$ cat src/rtl/alu_stack_ctrl.sv
// alu_stack_ctrl: operand-stack controller that drives an external alu16b.
// Accepts PUSH/POP/ALU commands over valid/ready. An ALU command pops two
// operands, runs them through the ALU and pushes the result back.
// Optional macro ALU_OVFLW_TRAP_EN: ADD/SUB results that overflow are not
// written back; the operands stay on the stack and sticky err_ovflw is set.
module alu_stack_ctrl #(
    parameter int DEPTH = 16,
    parameter int SPW   = 5
) (
    input  logic           clk,
    input  logic           reset,
    input  logic           cmd_valid,
    output logic           cmd_ready,
    input  logic [1:0]     cmd,
    input  logic [1:0]     cmd_aluop,
    input  logic [15:0]    cmd_data,
    output logic           rsp_valid,
    output logic [15:0]    rsp_data,
    output logic [15:0]    alu_a,
    output logic [15:0]    alu_b,
    output logic [1:0]     alu_op,
    input  logic [15:0]    alu_r,
    input  logic           alu_ovflw,
    input  logic           alu_zero,
    output logic           flag_ovflw,
    output logic           flag_zero,
    output logic           err_full,
    output logic           err_empty,
`ifdef ALU_OVFLW_TRAP_EN
    output logic           err_ovflw,
`endif
    output logic [SPW-1:0] depth
);

    localparam int AW = SPW - 1;

    localparam logic [1:0] CMD_PUSH = 2'd0;
    localparam logic [1:0] CMD_POP  = 2'd1;
    localparam logic [1:0] CMD_ALU  = 2'd2;

    localparam logic [1:0] OP_ADD = 2'd1;
    localparam logic [1:0] OP_SUB = 2'd2;

    typedef enum logic [1:0] {IDLE, LOAD, EXEC, WRITE} state_t;

    state_t          state, state_nx;
    logic [15:0]     stack [DEPTH];
    logic [SPW-1:0]  sp, sp_m1;
    logic [AW-1:0]   idx_m2;
    logic [15:0]     r_q;
    logic            accept, alu_go;

    assign cmd_ready = (state == IDLE);
    assign accept    = cmd_valid & cmd_ready;
    assign alu_go    = accept && (cmd == CMD_ALU) && (sp >= SPW'(2));
    assign sp_m1     = sp - SPW'(1);
    assign idx_m2    = AW'(sp - SPW'(2));
    assign depth     = sp;

    // State register
    always_ff @(posedge clk) begin
        if (reset) state <= IDLE;
        else       state <= state_nx;
    end

    // Next-state: an ALU command walks LOAD -> EXEC -> WRITE and back to IDLE
    always_comb begin
        state_nx = state;
        case (state)
            IDLE:    if (alu_go) state_nx = LOAD;
            LOAD:    state_nx = EXEC;
            EXEC:    state_nx = WRITE;
            WRITE:   state_nx = IDLE;
            default: state_nx = IDLE;
        endcase
    end

    // Stack, pointer, ALU interface registers, responses, flags and errors
    always_ff @(posedge clk) begin
        if (reset) begin
            sp         <= '0;
            rsp_valid  <= 1'b0;
            rsp_data   <= '0;
            alu_a      <= '0;
            alu_b      <= '0;
            alu_op     <= '0;
            r_q        <= '0;
            flag_ovflw <= 1'b0;
            flag_zero  <= 1'b0;
            err_full   <= 1'b0;
            err_empty  <= 1'b0;
`ifdef ALU_OVFLW_TRAP_EN
            err_ovflw  <= 1'b0;
`endif
        end else begin
            rsp_valid <= 1'b0;
            case (state)
                IDLE: begin
                    if (accept) begin
                        case (cmd)
                            CMD_PUSH: begin
                                if (sp < SPW'(DEPTH)) begin
                                    stack[sp[AW-1:0]] <= cmd_data;
                                    sp                <= sp + SPW'(1);
                                end else begin
                                    err_full <= 1'b1;
                                end
                            end
                            CMD_POP: begin
                                if (sp != '0) begin
                                    rsp_valid <= 1'b1;
                                    rsp_data  <= stack[sp_m1[AW-1:0]];
                                    sp        <= sp_m1;
                                end else begin
                                    err_empty <= 1'b1;
                                end
                            end
                            CMD_ALU: begin
                                if (alu_go) begin
                                    alu_a  <= stack[idx_m2];
                                    alu_b  <= stack[sp_m1[AW-1:0]];
                                    alu_op <= cmd_aluop;
                                end else begin
                                    err_empty <= 1'b1;
                                end
                            end
                            default: ;
                        endcase
                    end
                end
                EXEC: begin
                    r_q        <= alu_r;
                    flag_ovflw <= alu_ovflw;
                    flag_zero  <= alu_zero;
                end
                WRITE: begin
`ifdef ALU_OVFLW_TRAP_EN
                    if (flag_ovflw && (alu_op == OP_ADD || alu_op == OP_SUB)) begin
                        err_ovflw <= 1'b1;
                    end else begin
                        stack[idx_m2] <= r_q;
                        sp            <= sp_m1;
                        rsp_valid     <= 1'b1;
                        rsp_data      <= r_q;
                    end
`else
                    stack[idx_m2] <= r_q;
                    sp            <= sp_m1;
                    rsp_valid     <= 1'b1;
                    rsp_data      <= r_q;
`endif
                end
                default: ;
            endcase
        end
    end

endmodule

$ cat config.mk
export PLATFORM = sky130hd
export DESIGN_NAME = alu_stack_ctrl
export DESIGN_NICKNAME = d
export VERILOG_FILES = /design/src/rtl/alu_stack_ctrl.sv
export SDC_FILE = /design/constraint.sdc
export NUM_CORES = 1
export LEC_CHECK = 0
export CORE_MARGIN = 4
export CORE_UTILIZATION = 50
export DETAILED_ROUTE_END_ITERATION = 10
export PLACE_DENSITY = 0.76
export SYNTH_ARGS = -nofsm -noshare
export SYNTH_HDL_FRONTEND = slang
export SYNTH_SLANG_ARGS = --single-unit
$ cat constraint.sdc
create_clock -name clk -period 6.26 [get_ports clk]
set_clock_uncertainty 0.15 [all_clocks]
set_input_delay 1.252 -clock clk [delete_from_list [all_inputs] [get_ports clk]]
set_output_delay 1.252 -clock clk [all_outputs]
set_load 0.005 [all_outputs]
**Word level (Yosys, flattened, before mapping)**

Memory sizes are Yosys's and may differ from the RTL's. A register that Yosys moved wholly into a read port is not among the register bits.
Cells that the tools add are included.

- Memory bits (writable): 256
- Word-level logic and storage cells: 76
- Memories kept: 1
- Input bits: 41
- Bits in registers: 62

- Mux-type cells: 30
- Bitwise gates (word level): 2
- Magnitude comparators: 2
- Equality and inequality tests: 14
- Add/sub/neg operators: 3
- Reductions and logical operators: 13

Memories:

| name | depth | bits a word | rd ports | clocked after memory_dff | write ports | line | source |
|---|---|---|---|---|---|---|---|
| stack | 16 | 16 | 2 | 1 | 1 | 47 | `logic [15:0] stack [DEPTH];` |

Operators by type and width:

| cell | count |
|---|---|
| $mux W16 | 4 |
| $pmux W16 S2 | 1 |
| $pmux W5 S2 | 2 |
| $reduce_or A16 Y1 | 1 |
| $mux W1 | 15 |
| $mux W5 | 3 |
| $reduce_and A4 Y1 | 3 |
| $reduce_and A5 Y1 | 2 |
| $ne A2 B1 Y1 const B | 4 |
| $pmux W2 S4 | 1 |
| $eq A2 B2 Y1 const B | 3 |
| $ne A3 B3 Y1 const B | 2 |
| $add A5 B1 Y5 const B | 1 |
| $ge A5 B2 Y1 const B | 1 |
| $lt A5 B5 Y1 const B | 1 |
| $reduce_bool A5 Y1 | 1 |
| $sub A5 B1 Y5 const B | 1 |
| $eq A2 B1 Y1 const B | 2 |
| $logic_not A2 Y1 | 2 |
| $mux W4 | 1 |
| $ne A2 B2 Y1 const B | 2 |
| $pmux W1 S2 | 2 |
| $reduce_bool A2 Y1 | 2 |
| $sub A4 B2 Y4 const B | 1 |
| 5 further kinds | 6 |

**Longest topological paths before layout**

- Word-level depth: 8
- Gate-level depth with buffers: 12

**Worst setup path after synthesis**

OpenSTA, ideal clock, no wires.

- Path type: register -> register
- From: register sp[1] (netlist: depth[1])
- To: memory stack[13][0], enable pin
- Stages on the path, launching flop included: 10
- Data required time: 5.722 ns
- Period minus slack after synthesis: 3.513 ns
- Path slack: 2.747 ns
- Data arrival time: 2.975 ns
- Library setup time: 0.388 ns
- Path through: dfxtp_1 > buf_2 > buf_1 > inv_1 > ha_1 > clkbuf_1 > clkbuf_1 > nor3_1 > a21oi_1 > nor2_1

- Word-level cells in the longest chain between the ends: 8

Ends and longest elaborated chain:

| element | line | source |
|---|---|---|
| start, declared | 48 | `logic [SPW-1:0] sp, sp_m1;` |
| start signal, assigned | 104 | `sp <= sp + SPW'(1);` |
| start signal, assigned | 113 | `sp <= sp_m1;` |
| start signal, assigned | 148 | `sp <= sp_m1;` |
| $lt A5 B5 Y1 | 102 | `if (sp < SPW'(DEPTH)) begin` |
| $mux W1 | 102 |  |
| $mux W1 | 100 | `case (cmd)` |
| $mux W1 | 99 | `if (accept) begin` |
| $mux W1 | 97 | `case (state)` |
| $mux W1 | 80 | `if (reset) begin` |
| $mux W1 (not written as such) | 103 | `stack[sp[AW-1:0]] <= cmd_data;` |
| $mux W1 (no line) | n/a |  |
| end, declared | 47 |  |

Several ways; a longest one is shown, not always the timed one.

**Final worst setup path**

- From: input port cmd_valid
- To: memory stack[7][12], enable pin

- Word-level cells in the longest chain between the ends: 6

Ends and longest elaborated chain:

| element | line | source |
|---|---|---|
| start, declared | 12 | `input logic cmd_valid,` |
| $and A1 B1 Y1 | 54 | `assign accept = cmd_valid & cmd_ready;` |
| $mux W1 | 99 |  |
| $mux W1 | 97 |  |
| $mux W1 | 80 |  |
| $mux W1 (not written as such) | 103 |  |
| $mux W1 (no line) | n/a |  |

Every way passes these cells.

==> Flow_metrics.wiki <==
{| class="wikitable"
! Metric !! Value
|-
| Run status || complete, no violations
|-
| Total congestion overflow || 0
|-
| Slew margin rel. || 17.0%
|-
| Share of cell area taken by muxes after synthesis || 26.3%
|-
| Total buffers and inverters traversed by the critical path || 1
|-
| CTS sink cnt || 334
|-
| Final #Nets || 1019
|-
| Via density per instance || 6.27
|-
| H-tree depth reported by CTS || 2
|-
| Warnings, synthesis || 0
|-
| Post-Place Setup Slack || 1.81 ns
|-
| Crit. End Element || flip-flop
|-
| Startpoint of the lowest-slack register-to-register path || depth[2]
|-
| Fraction of met1 tracks used by global routing || 30.7%
|-
| Critical path startpoint category || primary input
|-
| Largest cells by area after synthesis || sky130_fd_sc_hd__edfxtp_1 51%, sky130_fd_sc_hd__mux4_2 21%, sky130_fd_sc_hd__dfxtp_1 10%
|-
| Crit path max-delay cell type || sky130_fd_sc_hd__nor2_2
|-
| Global-route wire length before repair || 52.8 mm
|-
| Number of core rows || 63
|-
| Number of global-route vias before repair || 8537
|-
| Max-slew violation count || 0
|-
| Met3 Use GR || 5.21%
|-
| Critical hold path startpoint || err_empty
|-
| Antenna violations before repair || 0
|-
| Inserted Clock Buffers || 35
|-
| Complex-gate fraction of the synthesized area || 4.31%
|-
| Clock-pin transition on the worst setup and hold timing paths || 0.06 ns
|-
| Net Count, Synth || 927
|-
| Final Routed Wirelength || 34.4 mm
|-
| Post-Synth Simple-Gate Area || 4.22%
|-
| Global-route usage over all layers || 20.7%
|-
| Drt pass-1 iters || 5
|-
| Crit path kind || in2reg
|-
| Final worst-path cycle share || 63.6%
|-
| Cell family with the largest share of critical-path delay || simple AND/OR/NAND/NOR gates
|-
| Hold Fails Final Rpt || 0
|-
| TritonCTS clock tree || yes
|-
| Antenna diode instance count || 0
|-
| Share of final-layout standard cells stronger than drive strength 1 || 24.0%
|-
| Combinational family with the most area after synthesis || multiplexers
|-
| Relative area change from synthesis to final layout || 16.8%
|-
| Synth Flop Type || sky130_fd_sc_hd__edfxtp_1
|-
| Cell variety after synth || 49
|-
| Setup Total Neg Slack || 0 ns
|-
| Grt peak-use layer || met2
|-
| Clock tree buffer depth || 3
|-
| Violation count after the first detailed-route iteration || 851
|-
| Post-Synthesis Cell Area || 0.0151 mm2
|-
| Post-synthesis average cell area || 17.2 um2
|-
| Synthesized instance count || 875
|-
| Largest net degree at the start of global routing || 71
|-
| Largest fanout on the critical path || 16
|-
| Critical path, cell by cell || clkdlybuf4s50_1 > nand2_1 > nor4b_1 > mux2i_1 > or3_1 > nor2_2
|-
| Share of synthesized cell area in full adder, half adder and majority cells || 0.913%
|-
| R2R setup slack || 2.41 ns
|-
| DRC viols || 0
|-
| Sequential-to-total area share from yosys stat || 61.3%
|-
| CTS-repair resized insts || 0
|-
| Die area || 0.0330 mm2
|-
| I/O Pins || 102
|-
| Total number of vias || 8684
|-
| Xor and xnor fraction of the mapped netlist area || 0.506%
|-
| Worst-Margin Slew || 1.24 ns
|-
| Hold buffer count at CTS || 0
|-
| Hold Path Class || reg2reg
|-
| Fin crit period || 3.98 ns
|-
| Drt wl/cell || 24.9 um
|-
| Synth async-reset ratio || 0%
|-
| Static Leak || 5.70 nW
|-
| Count of max-cap constraint violations || 0
|-
| Final weighted congestion in routability-driven placement || 0.866
|-
| Core Footprint || 0.0297 mm2
|-
| Number of enable-type register cells in the synthesized netlist || 256
|-
| Initial core utilization || 50.7%
|-
| CTS Root Buffer Type || sky130_fd_sc_hd__clkbuf_16
|-
| Fraction of post-synthesis cell area in the top cell type by area || 51.0%
|-
| Endpoint required time on the critical path || 6.26 ns
|-
| Unrepaired setup endpoints after global routing || false
|-
| Post-DP HPWL || 23.2 mm
|-
| Commonest cells after routing, fill and taps aside || 256 x sky130_fd_sc_hd__edfxtp_1, 142 x sky130_fd_sc_hd__mux4_2, 100 x sky130_fd_sc_hd__clkdlybuf4s50_1
|-
| Die height || 182 um
|-
| Area leader, netlist || sky130_fd_sc_hd__edfxtp_1
|-
| Worst setup path startpoint || cmd_valid
|-
| Cell area power density || 441 mW/mm2
|-
| Delay of the slowest cell on the worst path || 0.75 ns
|-
| Count of buffers added by post-CTS timing repair for setup || 0
|-
| Antenna-violating nets left || 0
|-
| Count of input and output buffers || 101
|-
| # setup viols final || 0
|-
| Most common cell after layout, fill and taps aside || sky130_fd_sc_hd__edfxtp_1
|-
| Number of storage elements in the synthesis netlist || 334
|-
| FMAX || 251 MHz
|-
| Met2 routing resource usage after global routing || 31.4%
|-
| VDD IR max || 0.324 mV
|-
| Clock Latency Late Sink || 0.53 ns
|-
| Arrival time of the worst setup path || 3.98 ns
|-
| Setup slack after layout || 2.28 ns
|-
| Die width || 182 um
|}
-- worst paths after layout --
check | to | cells after the start
hold reg to reg | err_empty | 2
setup reg to reg | stack[10][9] | 6
setup / recovery | stack[7][12] | 6
hold / removal | err_empty | 2
-- Yosys cell counts (all sizes together), types with 2 or more instances --
cell type / number
a311oi: 16
xor2: 2
dfxtp: 78
nor4b: 2
nor2: 69
mux2i: 71
a21oi: 6
mux4: 144
or3: 2
nor3: 4
edfxtp: 256
o21ai: 19
nor2b: 4
nand2b: 5
inv: 7
ha: 11
a22o: 33
nand2: 55
buf: 33
clkbuf: 31
xnor2: 5
a221oi: 2
-- flip-flops by register name, indices dropped and copies added, names as in the netlist --
signal / count
alu_a: 16
alu_op: 2
err_empty: 1
stack: 256
flag_ovflw: 1
state: 2
flag_zero: 1
err_full: 1
depth: 5
rsp_data: 16
alu_b: 16
r_q: 16
rsp_valid: 1
-- worst register-to-register path, cell delays in order, from the launching register on --
cell and delay (ns):
sky130_fd_sc_hd__dfxtp_1 0.65, sky130_fd_sc_hd__inv_1 0.19, sky130_fd_sc_hd__ha_1 1.01, sky130_fd_sc_hd__nand2_1 0.21, sky130_fd_sc_hd__o22ai_1 0.23, sky130_fd_sc_hd__a21oi_1 0.25, sky130_fd_sc_hd__nor2_2 0.78
-- cell families (layout without fill, tap and decap cells) --
kind of cell | after synthesis | after routing
compound gates | 86 | 86
xor+xnor | 7 | 7
fa+ha+maj | 11 | 11
buf+inv | 72 | 191
flops | 334 | 334
mux | 216 | 216
simple gates | 149 | 149
-- per-stage QoR --
| step | cells | utilization, % | hold slack [ns] | total power [mW] | cell area, um2 |
|---|---|---|---|---|---|
| 2_1_floorplan | 875 | - | 0.310 | 4.90 | 15100 |
| 3_3_place_gp | 1320 | 55.4 | 0.311 | 5.70 | 16500 |
| 3_5_place_dp | 1320 | 55.4 | 0.316 | 5.73 | 16500 |
| 4_1_cts | 1384 | 59.3 | 0.331 | 7.81 | 17600 |
| 5_1_grt | 1384 | 59.3 | 0.353 | 8.14 | 17600 |
| 6_report | 1384 | 59.3 | 0.327 | 7.77 | 17600 |
-- per-layer routing --
layer	up-vias	part of all wire, %
met1	4457	42
met5	-	0
li1	3739	-
met2	442	45
met3	46	11
met4	0	1.7
-- power breakdown --
| group | switching [mW] | internal (mW) |
|---|---|---|
| Sequential | 0.116 | 2.48 |
| Clock | 0.864 | 1.21 |
| Combinational | 1.57 | 1.53 |
-- layout make-up --
type                    count  area [um2]
inverters                   8        30.0
well taps                 390         488
multi-input cells         469        5540
flip-flops and latches    334        9250
repair buffers            119        1150
fillers                  2177       12100
clock inverters            22         246
clock buffers              42         902
No activity file was read; power rests on OpenSTA's default activity.
